$ cat config.mk
export PLATFORM = sky130hd
export DESIGN_NAME = ex_stage
export DESIGN_NICKNAME = d
export VERILOG_FILES = /design/src/rtl/wisc_pkg.sv /design/src/rtl/ex_alu.sv /design/src/rtl/ex_stage.sv
export SDC_FILE = /design/constraint.sdc
export NUM_CORES = 1
export LEC_CHECK = 0
export ABC_AREA = 1
export CAP_MARGIN = 10
export CORE_UTILIZATION = 50
export DETAILED_ROUTE_END_ITERATION = 6
export HOLD_SLACK_MARGIN = 0.05
export PLACE_DENSITY = 0.84
export SETUP_SLACK_MARGIN = 0.3
export SYNTH_ARGS = -nofsm -noshare
export SYNTH_HDL_FRONTEND = slang
export SYNTH_HIERARCHICAL = 1
export SYNTH_SLANG_ARGS = --single-unit
$ cat constraint.sdc
create_clock -name clk -period 5.1 [get_ports clk]
set_clock_uncertainty 0.05 [all_clocks]
set_input_delay 1.02 -clock clk [delete_from_list [all_inputs] [get_ports clk]]
set_output_delay 1.02 -clock clk [all_outputs]
set_load 0.005 [all_outputs]
$ cat src/rtl/wisc_pkg.sv
// Shared WISC definitions: opcode encodings and bit positions within the {Z,V,N} flag vector.
package wisc_pkg;

  localparam logic [3:0] OP_ADD    = 4'b0000;
  localparam logic [3:0] OP_SUB    = 4'b0001;
  localparam logic [3:0] OP_XOR    = 4'b0010;
  localparam logic [3:0] OP_RED    = 4'b0011;
  localparam logic [3:0] OP_SLL    = 4'b0100;
  localparam logic [3:0] OP_SRA    = 4'b0101;
  localparam logic [3:0] OP_ROR    = 4'b0110;
  localparam logic [3:0] OP_PADDSB = 4'b0111;
  localparam logic [3:0] OP_LW     = 4'b1000;
  localparam logic [3:0] OP_SW     = 4'b1001;
  localparam logic [3:0] OP_LLB    = 4'b1010;
  localparam logic [3:0] OP_LHB    = 4'b1011;
  localparam logic [3:0] OP_B      = 4'b1100;
  localparam logic [3:0] OP_BR     = 4'b1101;
  localparam logic [3:0] OP_PCS    = 4'b1110;
  localparam logic [3:0] OP_HLT    = 4'b1111;

  localparam int FLAG_Z = 2;
  localparam int FLAG_V = 1;
  localparam int FLAG_N = 0;

endpackage

$ cat src/rtl/ex_alu.sv
// Combinational WISC ALU. Produces the result together with the zero, overflow and negative
// indications; the caller decides which of these indications update the flag register.
module ex_alu
  import wisc_pkg::*;
(
  input  logic [15:0] a,
  input  logic [15:0] b,
  input  logic [3:0]  op,
  output logic [15:0] result,
  output logic        zero,
  output logic        ovf,
  output logic        neg
);

  logic [15:0] b_eff;
  logic [16:0] sum17;
  logic        sum_ovf;
  logic [15:0] sum_sat;
  logic [7:0]  red_hi;
  logic [7:0]  red_lo;
  logic [8:0]  red_sum;
  logic [31:0] rot;
  logic [15:0] paddsb;
  logic [4:0]  nib;
  logic [15:0] addr;

  always_comb begin
    // SUB is A + ~B + 1, using a 17-bit sign-extended sum to detect saturation
    b_eff   = (op == OP_SUB) ? ~b : b;
    sum17   = {a[15], a} + {b_eff[15], b_eff} + {16'b0, (op == OP_SUB)};
    sum_ovf = sum17[16] ^ sum17[15];
    sum_sat = sum_ovf ? (sum17[16] ? 16'h8000 : 16'h7fff) : sum17[15:0];

    red_hi  = a[15:8] + b[15:8];
    red_lo  = a[7:0] + b[7:0];
    red_sum = {red_hi[7], red_hi} + {red_lo[7], red_lo};

    rot  = {a, a} >> b[3:0];
    addr = (a + b) & 16'hfffe;

    paddsb = '0;
    nib    = '0;
    for (int i = 0; i < 4; i++) begin
      nib = {a[4*i+3], a[4*i +: 4]} + {b[4*i+3], b[4*i +: 4]};
      if (nib[4] != nib[3]) paddsb[4*i +: 4] = nib[4] ? 4'h8 : 4'h7;
      else                  paddsb[4*i +: 4] = nib[3:0];
    end

    result = '0;
    ovf    = 1'b0;
    case (op)
      OP_ADD, OP_SUB: begin
        result = sum_sat;
        ovf    = sum_ovf;
      end
      OP_XOR:       result = a ^ b;
      OP_RED:       result = {{7{red_sum[8]}}, red_sum};
      OP_SLL:       result = a << b[3:0];
      OP_SRA:       result = $signed(a) >>> b[3:0];
      OP_ROR:       result = rot[15:0];
      OP_PADDSB:    result = paddsb;
      OP_LW, OP_SW: result = addr;
      OP_LLB:       result = (a & 16'hff00) | {8'h00, b[7:0]};
      OP_LHB:       result = (a & 16'h00ff) | {b[7:0], 8'h00};
      OP_PCS:       result = a;
      default:      result = '0;
    endcase
    zero = (result == 16'h0000);
    neg  = result[15];
  end

endmodule

$ cat src/rtl/ex_stage.sv
// WISC execute stage: operand forwarding, ALU, Z/V/N flag register and the EX/MEM pipeline
// register, with stall and flush control from the hazard unit.
module ex_stage
  import wisc_pkg::*;
#(
  parameter int DW = 16,
  parameter int RW = 4
) (
  input  logic          clk,
  input  logic          rst_n,
  input  logic [DW-1:0] EX_PCPlus2,
  input  logic [DW-1:0] EX_SrcData1,
  input  logic [DW-1:0] EX_SrcData2,
  input  logic [DW-1:0] EX_ImmOperand,
  input  logic [RW-1:0] EX_SrcReg1,
  input  logic [RW-1:0] EX_SrcReg2,
  input  logic [RW-1:0] EX_RegDst,
  input  logic [3:0]    EX_Opcode,
  input  logic          EX_RegWrite,
  input  logic          EX_ALUSrcSel1,
  input  logic          EX_ALUSrcSel2,
  input  logic          EX_StoreInstr,
  input  logic          EX_MemToReg,
  input  logic          WB_RegWrite,
  input  logic [RW-1:0] WB_RegDst,
  input  logic [DW-1:0] WB_WriteData,
  input  logic          WEN,
  input  logic          Flush,
  output logic [DW-1:0] MEM_ALUOut,
  output logic [DW-1:0] MEM_StoreData,
  output logic [RW-1:0] MEM_RegDst,
  output logic          MEM_RegWrite,
  output logic          MEM_StoreInstr,
  output logic          MEM_MemToReg,
  output logic [2:0]    Flags
);

  logic [DW-1:0] alu_out_q, alu_out_d;
  logic [DW-1:0] store_data_q, store_data_d;
  logic [RW-1:0] reg_dst_q, reg_dst_d;
  logic          reg_write_q, reg_write_d;
  logic          store_instr_q, store_instr_d;
  logic          mem_to_reg_q, mem_to_reg_d;
  logic [2:0]    flags_q, flags_d;

  logic [DW-1:0] fwd1, fwd2, op_a, op_b, alu_result;
  logic          alu_zero, alu_ovf, alu_neg, mem_fwd_ok;

  ex_alu u_alu (
    .a      (op_a),
    .b      (op_b),
    .op     (EX_Opcode),
    .result (alu_result),
    .zero   (alu_zero),
    .ovf    (alu_ovf),
    .neg    (alu_neg)
  );

  // A load's EX/MEM ALUOut is an address, not the loaded value, so it never forwards.
  always_comb begin
    mem_fwd_ok = reg_write_q && !mem_to_reg_q;
    fwd1 = EX_SrcData1;
    if (WB_RegWrite && WB_RegDst == EX_SrcReg1 && EX_SrcReg1 != '0) fwd1 = WB_WriteData;
    if (mem_fwd_ok && reg_dst_q == EX_SrcReg1 && EX_SrcReg1 != '0) fwd1 = alu_out_q;
    fwd2 = EX_SrcData2;
    if (WB_RegWrite && WB_RegDst == EX_SrcReg2 && EX_SrcReg2 != '0) fwd2 = WB_WriteData;
    if (mem_fwd_ok && reg_dst_q == EX_SrcReg2 && EX_SrcReg2 != '0) fwd2 = alu_out_q;
    op_a = EX_ALUSrcSel1 ? EX_PCPlus2 : fwd1;
    op_b = EX_ALUSrcSel2 ? EX_ImmOperand : fwd2;
  end

  // WEN=0 holds everything (stall beats flush); WEN=1 with Flush=1 loads a bubble whose
  // control bits are zero and leaves the flags untouched.
  always_comb begin
    alu_out_d     = alu_out_q;
    store_data_d  = store_data_q;
    reg_dst_d     = reg_dst_q;
    reg_write_d   = reg_write_q;
    store_instr_d = store_instr_q;
    mem_to_reg_d  = mem_to_reg_q;
    flags_d       = flags_q;
    if (WEN) begin
      alu_out_d     = alu_result;
      store_data_d  = fwd2;
      reg_dst_d     = EX_RegDst;
      reg_write_d   = EX_RegWrite && !Flush;
      store_instr_d = EX_StoreInstr && !Flush;
      mem_to_reg_d  = EX_MemToReg && !Flush;
      if (!Flush) begin
        case (EX_Opcode)
          OP_ADD, OP_SUB: begin
            flags_d[FLAG_Z] = alu_zero;
            flags_d[FLAG_V] = alu_ovf;
            flags_d[FLAG_N] = alu_neg;
          end
          OP_XOR, OP_SLL, OP_SRA, OP_ROR: flags_d[FLAG_Z] = alu_zero;
          default: ;
        endcase
      end
    end
  end

  always_ff @(posedge clk) begin
    if (!rst_n) begin
      alu_out_q     <= '0;
      store_data_q  <= '0;
      reg_dst_q     <= '0;
      reg_write_q   <= 1'b0;
      store_instr_q <= 1'b0;
      mem_to_reg_q  <= 1'b0;
      flags_q       <= '0;
    end else begin
      alu_out_q     <= alu_out_d;
      store_data_q  <= store_data_d;
      reg_dst_q     <= reg_dst_d;
      reg_write_q   <= reg_write_d;
      store_instr_q <= store_instr_d;
      mem_to_reg_q  <= mem_to_reg_d;
      flags_q       <= flags_d;
    end
  end

  assign MEM_ALUOut     = alu_out_q;
  assign MEM_StoreData  = store_data_q;
  assign MEM_RegDst     = reg_dst_q;
  assign MEM_RegWrite   = reg_write_q;
  assign MEM_StoreInstr = store_instr_q;
  assign MEM_MemToReg   = mem_to_reg_q;
  assign Flags          = flags_q;

endmodule
==> metrics.json, run 1 <==
{
  "run_status": {
    "run_status": "aborted with a tool error",
    "haltStage": "global routing",
    "tool.error": "[ERROR GRT-0232] Routing congestion too high. Check the congestion heatmap in the GUI."
  },
  "clock_tree": {
    "cts_buffers": 5,
    "cts.sinks": 42,
    "cts_hold_repair.buffers": 0,
    "clk_path_buf_depth": 2,
    "htreeDepth": 2,
    "clock-root-buffer": "clkbuf_16"
  },
  "grt": {
    "grtUsageTotal_pct": 81.7,
    "grt_overflow": 175,
    "pin_count_of_the_biggest_net_entering_global_routing": 51
  },
  "sta": {
    "worstEpCategory": "register input",
    "grt-worst-endpoint": "Flags[2]$_SDFFE_PN0P_/D"
  },
  "floorplanning": {
    "ioPinCount": 152,
    "chipHeight_um": 132,
    "floorplan.initialDensity_pct": 51.1,
    "placementRows": 47,
    "die_width_um": 132
  },
  "synth": {
    "number_of_enable_flip_flop_cells_after_synthesis": 0,
    "yosys.area.top_type": "nand2_1",
    "synth-async-reset-ratio_pct": 0,
    "distinct_cell_type_count_after_synthesis": 54,
    "synthesis.yosys.warnings": 6,
    "yosys-top-cells-count": "nand2_1 (473), inv_1 (186), nor2_1 (183)",
    "yosys.area.top_type_share_pct": 20.9,
    "synth_seq_area_share_pct": 9.91,
    "synth.most_common_cell": "nand2_1",
    "synth_area_sq_mm": 0.00848,
    "synth-main-ff-cell": "dfxtp_1",
    "synth.avg_cell_area_sq_um": 5.40,
    "syn_nets": 1727,
    "synth_cells": 1570,
    "synth.ff_latch_count": 42,
    "netlist_top_cells_area": "nand2_1 (21%), dfxtp_1 (9.9%), inv_1 (8.2%)"
  },
  "placement": {
    "port_buffers": 151,
    "place_hpwl_mm": 33.6,
    "placedInstanceArea_sq_mm": 0.0119,
    "gp_routability_congestion": 1.07
  }
}
-- per-stage QoR --
step                      utilization [%]  setup WS (ns)  instances
after global placement               71.8         -0.719       2126
after CTS                            78.3          0.298       2184
after detailed placement             71.8         -0.778       2126
after floorplan                         -          0.312       1570
-- timing repair --
| item | in CTS |
|---|---|
| gates resized for setup | 180 |
| gates cloned | 1 |
| setup buffers | 49 |
| endpoints found under the setup margin | 19 |
| pin swaps | 57 |
-- per-layer routing --
metal  global-route usage, %  GRT overflow
met1                    79.9             2
met2                    99.8           108
met3                    63.3             1
met4                    92.7            64
met5                    15.6             0
-- kinds of logic after synthesis --
kind of cell	synth area share (%)
XOR/XNOR	4.54
flip-flops	9.91
AO/OA/AOI/OAI	16.4
AND/OR/NAND/NOR	48.5
buffers and inverters	13.2
adder cells (fa/ha/maj)	7.47
==> run 2, diff against run 1 <==
--- a/config.mk
+++ b/config.mk
@@ -7,11 +7,9 @@
 export LEC_CHECK = 0
 export ABC_AREA = 1
 export CAP_MARGIN = 10
-export CORE_UTILIZATION = 50
+export CORE_UTILIZATION = 35
 export DETAILED_ROUTE_END_ITERATION = 6
-export HOLD_SLACK_MARGIN = 0.05
-export PLACE_DENSITY = 0.84
-export SETUP_SLACK_MARGIN = 0.3
+export PLACE_DENSITY_LB_ADDON = 0.15
 export SYNTH_ARGS = -nofsm -noshare
 export SYNTH_HDL_FRONTEND = slang
 export SYNTH_HIERARCHICAL = 1
==> constraint.sdc (replaced) <==
create_clock -name clk -period 6.65 [get_ports clk]
set_clock_uncertainty 0.05 [all_clocks]
set_input_delay 1.33 -clock clk [delete_from_list [all_inputs] [get_ports clk]]
set_output_delay 1.33 -clock clk [all_outputs]
set_load 0.005 [all_outputs]
==> run 2 against run 1 <==
  * The run now ends clean
  * Synthesized area did not move
  * Synthesized cell count did not move
==> metrics.json, run 2 <==
{
  "detailed_routing": {
    "detail_route.iter0.violations": 1069,
    "detailed_routing_iteration_count_for_the_pre_antenna_repair_pass": 5,
    "vias": 10900,
    "totalWireLength_mm": 41.4,
    "drt-wirelength-per-cell_um": 20.3,
    "wire_length_on_met2_mm": 18.5,
    "wl_met1_mm": 18.5,
    "per_cell_via_count_in_the_routed_design": 5.35,
    "remaining_drc_errors": 0,
    "drt.antenna.violating_nets": 0,
    "met3WireLength_mm": 3.07,
    "route.top_layer_used": "met4"
  },
  "sta": {
    "worst_pin_slew_ns": 0.854,
    "setup_viol": 0,
    "report.final.hold_viol_count": 0,
    "final_critical_path_setup_slack_ns": 0.424,
    "timing.final.crit_period_ns": 6.23,
    "unrepaired_setup_endpoints_after_global_routing": "false",
    "setup_total_negative_slack_ns": 0,
    "achievable-frequency_mhz": 161,
    "final-max-slew-violation-count": 0,
    "post-route-period-util_pct": 93.6,
    "worst_hold_slack_ns": 0.416,
    "max-slew-margin-rel_pct": 42.9
  },
  "clock_tree": {
    "tritoncts": "done",
    "cts_hold_repair.buffers": 0,
    "clock_insertion_delay_worst_skew_ns": 0.29,
    "cts.sinks": 42,
    "clock-root-buffer": "clkbuf_16",
    "htreeDepth": 2,
    "clk_path_buf_depth": 2,
    "cts.clk_slew.worst_paths_ns": 0.07,
    "cts_buffers": 5
  },
  "synth": {
    "synth.ff_latch_count": 42,
    "synth-async-reset-ratio_pct": 0,
    "synth_seq_area_share_pct": 9.91,
    "distinct_cell_type_count_after_synthesis": 54,
    "netlist_top_cells_area": "nand2_1 (21%), dfxtp_1 (9.9%), inv_1 (8.2%)",
    "syn_nets": 1727,
    "synth_area_sq_mm": 0.00848,
    "synth.most_common_cell": "nand2_1",
    "synthesis.yosys.warnings": 6,
    "synth-main-ff-cell": "dfxtp_1",
    "yosys.area.top_type": "nand2_1",
    "yosys-top-cells-count": "nand2_1 (473), inv_1 (186), nor2_1 (183)",
    "synth_cells": 1570,
    "number_of_enable_flip_flop_cells_after_synthesis": 0,
    "synth.avg_cell_area_sq_um": 5.40,
    "yosys.area.top_type_share_pct": 20.9
  },
  "grt": {
    "pin_count_of_the_biggest_net_entering_global_routing": 52,
    "grt_overflow": 0,
    "grt_pass1_wl_mm": 61.9,
    "antenna_violations_before_repair": 0,
    "grtUsageTotal_pct": 33.5,
    "grt_pass1_vias": 10200
  },
  "setup_path": {
    "timing.setup.critical_path_class": "input pin to register",
    "critical-path-top-delay-family": "simple AND/OR/NAND/NOR gates",
    "endpoint_kind": "register",
    "timing.critical_path.mode_cell": "nand2_1",
    "critical_path.max_stage_delay_ns": 0.56,
    "crit_slowest_cell": "clkdlybuf4s50_1",
    "worst_setup_path_start_kind": "input pin",
    "crit_buf_inv": 6,
    "cp.required_ns": 6.82,
    "cp_max_fo": 14,
    "critPathArrivalTime_ns": 6.40
  },
  "power": {
    "fin_total_pwr_mw": 1.83,
    "cellPowerDensity_mw_per_mm2": 173,
    "power.static_leakage_nw": 5.52,
    "power.ir.vdd_worst_v": 0.0000870
  },
  "placement": {
    "place_worst_setup_slack_ns": 0.198,
    "port_buffers": 151,
    "gp_routability_congestion": 1.05,
    "place_hpwl_mm": 34.9
  },
  "min_path": {
    "timing.hold.worst.class": "register to register"
  },
  "floorplanning": {
    "core_area_sq_mm": 0.0236,
    "chipHeight_um": 158,
    "placementRows": 56,
    "die_width_um": 158,
    "die_area_sq_mm": 0.0249,
    "ioPinCount": 152,
    "floorplan.initialDensity_pct": 35.9
  },
  "job": {
    "max_cap_violations": 0
  },
  "cells_and_area": {
    "drive_above_1_share_pct": 8.10,
    "design.final.nets": 1873,
    "antenna_cells_inserted": 0,
    "layout.cells.most_common_list": "nand2_1 (473), inv_1 (186), nor2_1 (183)",
    "final.fill_count": 2663,
    "most_common_library_cell_in_the_layout_ignoring_fill_and_taps": "nand2_1",
    "area_growth_syn_to_layout_pct": 24.8
  },
  "run_status": {
    "run_status": "complete, no violations"
  }
}
[run 2: cell counts after synthesis]
No cell type changed its count.
[run 2: worst paths after layout]
| path | startpoint | endpoint | slack, ns | cells after the start |
|---|---|---|---|---|
| setup reg to reg | MEM_RegWrite | Flags[2] | 1.59 | 31 |
| hold reg to reg | MEM_StoreInstr | MEM_StoreInstr | 0.42 | 2 |
| setup / recovery | EX_SrcReg2[3] | Flags[2] | 0.42 | 30 |
| hold / removal | MEM_StoreInstr | MEM_StoreInstr | 0.42 | 2 |
[run 2: through the flow]
stage | instances | utilization [%] | instance area (sq um)
floorplan | 1570 | - | 8480
global placement | 2027 | 44.1 | 10400
detailed placement | 2027 | 44.1 | 10400
CTS | 2035 | 44.8 | 10600
global route | 2036 | 44.8 | 10600
finish | 2036 | 44.8 | 10600
[run 2: worst reg2reg max path, delay by kind of cell (launching register included)]
kind / cells / cell delay [ns]
AND/OR/NAND/NOR: 17 / 2.10
AO/OA/AOI/OAI: 8 / 1.24
adder cells (fa/ha/maj): 3 / 0.97
flip-flops: 1 / 0.36
buffers and inverters: 3 / 0.26
[run 2: cell families (layout without fill, tap and decap cells)]
logic type / count (synthesis) / after routing / synth area share, %
buffers and inverters: 263 / 410 / 13.2
AND/OR/NAND/NOR: 922 / 922 / 48.5
flip-flops: 42 / 42 / 9.91
XOR/XNOR: 44 / 44 / 4.54
adder cells (fa/ha/maj): 47 / 47 / 7.47
AO/OA/AOI/OAI: 252 / 252 / 16.4
[run 2: timing repair]
| item | CTS | global route |
|---|---|---|
| hold endpoints to repair | 0 | 0 |
| resized for setup | 0 | 1 |
| buffers inserted | 0 | 1 |
| setup endpoints to repair | 0 | 1 |
[run 2: final cells by class]
| class | count | area (sq um) | area share (%) |
|---|---|---|---|
| inverter | 199 | 749 | 7.08 |
| multi-input combinational | 1265 | 6530 | 61.7 |
| timing repair buffer | 203 | 1910 | 18.1 |
| sequential | 42 | 841 | 7.95 |
| clock buffer | 7 | 143 | 1.35 |
| tap | 319 | 399 | 3.77 |
| clock inverter | 1 | 8.76 | 0.0828 |
[run 2: where the power goes]
part           switching (mW)  internal (mW)  total, mW
Sequential             0.0239          0.272      0.296
Clock                   0.111          0.151      0.262
Combinational           0.811          0.457       1.27
Total                   0.946          0.880       1.83
[run 2: metal layers]
metal	vias to the layer above	GRT usage [%]
li1	5372	-
met5	-	0
met3	50	4.46
met2	470	54.1
met4	0	11.3
met1	5008	45.5
(Power assumes the default switching activity.)
